### src/rtl/dut_pipe.sv
// dut_pipe: multi-channel elastic delay pipeline with valid/ready handshakes.
// A chain of DEPTH register stages. Each stage advances when the stage ahead
// of it is empty or is itself advancing, so bubbles collapse under
// backpressure. Also provides a synchronous flush, a registered occupancy
// count and a saturating count of output transfers.
//
// Ports:
//   clk         rising-edge clock
//   rst_n       asynchronous active-low reset
//   flush       synchronous clear of all stage valid bits
//   in_valid    upstream word valid
//   in_ready    pipeline can accept a word this cycle
//   in_data     upstream word; channel c is at [c*WIDTH +: WIDTH]
//   out_valid   last stage holds a word (suppressed while flushing)
//   out_ready   downstream accepts
//   out_data    last stage word
//   occupancy   number of valid stages
//   xfer_count  output transfers since reset, saturating
module dut_pipe #(
    parameter int unsigned WIDTH    = 1,
    parameter int unsigned CHANNELS = 1,
    parameter int unsigned DEPTH    = 2,
    parameter int unsigned CNT_W    = 16
) (
    input  logic                         clk,
    input  logic                         rst_n,
    input  logic                         flush,
    input  logic                         in_valid,
    output logic                         in_ready,
    input  logic [CHANNELS*WIDTH-1:0]    in_data,
    output logic                         out_valid,
    input  logic                         out_ready,
    output logic [CHANNELS*WIDTH-1:0]    out_data,
    output logic [$clog2(DEPTH+1)-1:0]   occupancy,
    output logic [CNT_W-1:0]             xfer_count
);

    localparam int unsigned DW    = CHANNELS * WIDTH;
    localparam int unsigned OCC_W = $clog2(DEPTH + 1);
    localparam logic [CNT_W-1:0] CNT_MAX = '1;

    logic [DEPTH-1:0] valid_q;
    logic [DEPTH-1:0] valid_d;
    logic [DEPTH-1:0] adv;
    logic [DW-1:0]    data_q [DEPTH];
    logic [OCC_W-1:0] occ_d;
    logic             out_xfer;

    // Advance chain from the output back to the input; a running carry keeps
    // the chain free of self-dependent vector bits.
    always_comb begin
        logic carry;
        adv   = '0;
        carry = !valid_q[DEPTH-1] | out_ready;
        adv[DEPTH-1] = carry;
        for (int i = int'(DEPTH) - 2; i >= 0; i--) begin
            carry  = !valid_q[i] | carry;
            adv[i] = carry;
        end
    end

    // Handshake outputs; flush and reset both block every transfer.
    assign in_ready  = adv[0] & !flush & rst_n;
    assign out_valid = valid_q[DEPTH-1] & !flush;
    assign out_data  = data_q[DEPTH-1];
    assign out_xfer  = out_valid & out_ready;

    // Next valid vector and its population count.
    always_comb begin
        valid_d = valid_q;
        occ_d   = '0;
        if (flush) begin
            valid_d = '0;
        end else begin
            for (int i = 1; i < int'(DEPTH); i++) begin
                if (adv[i]) begin
                    valid_d[i] = valid_q[i-1];
                end
            end
            if (adv[0]) begin
                valid_d[0] = in_valid;
            end
        end
        for (int i = 0; i < int'(DEPTH); i++) begin
            occ_d = occ_d + OCC_W'(valid_d[i]);
        end
    end

    // Stage registers, occupancy and transfer counter.
    always_ff @(posedge clk or negedge rst_n) begin
        if (!rst_n) begin
            valid_q    <= '0;
            occupancy  <= '0;
            xfer_count <= '0;
            for (int i = 0; i < int'(DEPTH); i++) begin
                data_q[i] <= '0;
            end
        end else begin
            valid_q   <= valid_d;
            occupancy <= occ_d;
            // Data registers hold across a flush; only valid bits clear.
            if (!flush) begin
                for (int i = 1; i < int'(DEPTH); i++) begin
                    if (adv[i]) begin
                        data_q[i] <= data_q[i-1];
                    end
                end
                if (adv[0] && in_valid) begin
                    data_q[0] <= in_data;
                end
            end
            if (out_xfer && (xfer_count != CNT_MAX)) begin
                xfer_count <= xfer_count + CNT_W'(1);
            end
        end
    end

endmodule

### config.mk
export PLATFORM = sky130hd
export DESIGN_NAME = dut_pipe
export DESIGN_NICKNAME = d
export VERILOG_FILES = /design/src/rtl/dut_pipe.sv
export SDC_FILE = /design/constraint.sdc
export NUM_CORES = 1
export LEC_CHECK = 0
export ABC_CLOCK_PERIOD_IN_PS = 4600
export BUFFER_PORTS_ARGS = -buffer_cell sky130_fd_sc_hd__buf_2
export CAP_MARGIN = 0
export CORE_MARGIN = 1.5
export CORE_UTILIZATION = 54
export DETAILED_ROUTE_END_ITERATION = 6
export PLACE_DENSITY = 0.86
export SYNTH_ARGS = -nofsm -noshare
export SYNTH_HDL_FRONTEND = slang
export SYNTH_SLANG_ARGS = --single-unit
### constraint.sdc
create_clock -name clk -period 4.6 [get_ports clk]
set_input_delay 0.92 -clock clk [delete_from_list [all_inputs] [get_ports clk]]
set_output_delay 0.92 -clock clk [all_outputs]
set_load 0.005 [all_outputs]
==> reports/metrics.cfg <==
[clock_tree]
cts_max_path_buffers=2
postCtsHoldBufs=0
cts.clk_slew.worst_paths_ps=120
cts_root_buf=clkbuf_4
cts_sinks=22
postCtsSetupRepairBufs=0
clk_latency_ps=300
cts_tree=yes
cts_buffers=3
cts_resized=0
cts_max_level=1

[synth]
synthArstFlopShare=1.000
syn_inst=90
yosysTopAreaCell=dfrtp_1
synth_edf_count=0
synth_seq_cells=22
syn_nets=98
synth-compound-area-share=0.04077
netlist_area_sq_um=1044
avgSynthCellArea_sq_um=11.59
yosysUniqueCellTypes=26
yosysTopAreaCellShare=0.5276
ys_seq_area_frac=0.5276
synth_flop_cell=dfrtp_1
synth-xor-area-share=0.1007
synth_adder_area_share=0.02398
synth-simple-area-share=0.2710
synth_common_cells=dfrtp_1 (22), xor2_1 (12), nand2_1 (7)
synth_most_common_cell=dfrtp_1
synth_top_family_by_area=simple AND/OR/NAND/NOR gates
synth.area.top_cells=dfrtp_1 (53%), xor2_1 (10%), nand4_2 (3.6%)
synth.mux.area_fraction=0.03597
yosys_warnings=0

[timing]
hold_viol=0
slew_viol_final=0
post-route-period-util=0.5623
max_clock_freq_mhz=386.6
tns_ps=0
min_period_ps=2586
worst_pin_slew_ps=617.8
rsz0062_at_grt=no
fin_skew_ps=3.811
max_slew_margin=0.5850
setup_violations=0

[floorplan]
die-height_um=46.96
core.rowCount=15
core_area_sq_um=1764
fp.dieW_um=46.96
initial_core_util=0.5915
design.portCount=27
dieArea_sq_um=2205

[power_and_ir_drop]
vdd_drop_max_mv=0.2421
p_total_mw=0.3961
p_leak_nw=0.6895
p_per_area_nw_per_um2=319.2

[run]
max_cap_viol_count=0

[grt]
grt_use_total=0.1965
grt_pass1_wl_um=3111
grt.busiest_layer=met2
grtUsageMet3=0.01154
gr-total-overflow=0
grt_max_degree=24
grt_pass1_vias=721
met2_usage=0.3068
antenna_found_initial=0
use_met1=0.2899

[setup_path]
worstPathArrival_ps=1670
crit_path_end_kind=output pin
worstPathRequired_ps=3680
start_kind=input port
path_max_fanout=4
worst-setup-path-type=in -> out

[placed_design]
hpwl_um=1379
dp.cells=141
placed_cell_area_sq_um=1205
gp_congestion=0.8445
numPortBuffers=26

[layout]
drive_gt1_frac=0.3250
synthToLayoutAreaGrowth_pct=18.94
postLayoutCellArea_sq_um=1241
nets=129
num-fill-cells=156
diodes=0
final_cells=145
utilization=0.7035

[worst_hold_path]
holdCritPathClass=reg -> reg

[drt]
wl_um=1889
drtPass1Iterations=4
drc=0
post_drt_via_cell_ratio=5.428
drtIter0Drc=16
vias=787
wl_per_cell_um=13.03
ant_nets=0

[outcome]
status=completed

through the flow:
stage	hold slack [ps]	setup slack, ps
after floorplan	473.6	2311
after global placement	485.2	2041
after detailed placement	492.7	2024
after CTS	530.0	2028
after global routing	551.2	1946
final	529.9	2014
per-layer routing:
layer / routed length, um / vias up / share of wire
li1: - / 383 / -
met1: 893 / 379 / 0.47
met2: 905 / 23 / 0.48
met3: 71 / 2 / 0.038
met4: 18 / 0 / 0.0095
met5: 0 / - / 0
cells by family (layout without fill, tap and decap cells):
kind of cell / Yosys count / count (layout)
flops: 22 / 22
buf+inv: 0 / 30
xor+xnor: 12 / 12
compound gates: 7 / 7
mux: 3 / 3
simple gates: 44 / 44
fa+ha+maj: 2 / 2
final timing paths:
kind / start / to / slack (ps) / depth (start not counted)
min in group asynchronous: rst_n / xfer_count[15]$_DFFE_PN0P_ / 550 / 1
hold / removal: data_q[1]$_DFFE_PN0P_ / out_data$_DFFE_PN0P_ / 530 / 1
setup reg to reg: xfer_count[0]$_DFFE_PN0P_ / xfer_count[1]$_DFFE_PN0P_ / 2590 / 5
hold reg to reg: data_q[1]$_DFFE_PN0P_ / out_data$_DFFE_PN0P_ / 530 / 1
max in group asynchronous: rst_n / xfer_count[11]$_DFFE_PN0P_ / 3720 / 1
setup / recovery: out_ready / in_ready / 2010 / 5
area by class of cell:
type / count / area (sq um) / area share
Timing Repair Buffer: 26 / 130.1 / 0.1048
Sequential cell: 22 / 550.5 / 0.4435
Tap cell: 25 / 31.28 / 0.02520
Multi-Input combinational cell: 68 / 493.0 / 0.3972
Clock buffer: 4 / 36.28 / 0.02923
flip-flops by register name (all words and copies together) (netlist names):
signal      cells
xfer_count     16
occupancy       2
valid_q         2
data_q          1
out_data        1
placed cells by master, fill, tap and decap left out:
cell	n
a21oi_1	2
a31oi_1	1
a41oi_1	1
and2_1	1
and4_1	2
and4b_1	1
buf_2	26
clkbuf_4	3
clkbuf_8	1
dfrtp_1	22
ha_1	2
mux2_2	2
mux2_4	1
nand2_1	7
nand2b_1	1
nand3_1	5
nand4_1	1
nand4_2	3
nor2_1	6
nor2_2	1
nor2b_1	3
nor3_1	6
nor3b_1	2
nor4_1	3
nor4_4	1
nor4b_2	1
o21a_1	1
o21ai_0	2
xor2_1	12
power by group:
group / internal (mW) / leakage (nW) / switching (mW)
sequential: 0.212 / 0.295 / 0.0225
combinational: 0.0327 / 0.373 / 0.0243
clock: 0.0483 / 0.0210 / 0.0560
total: 0.293 / 0.689 / 0.103
critical path: stages:
cell     delay (ps)
buf_2           120
nor2b_1         230
a21oi_1         130
and2_1          160
buf_2           120
Power figures use the tool's default switching activity.
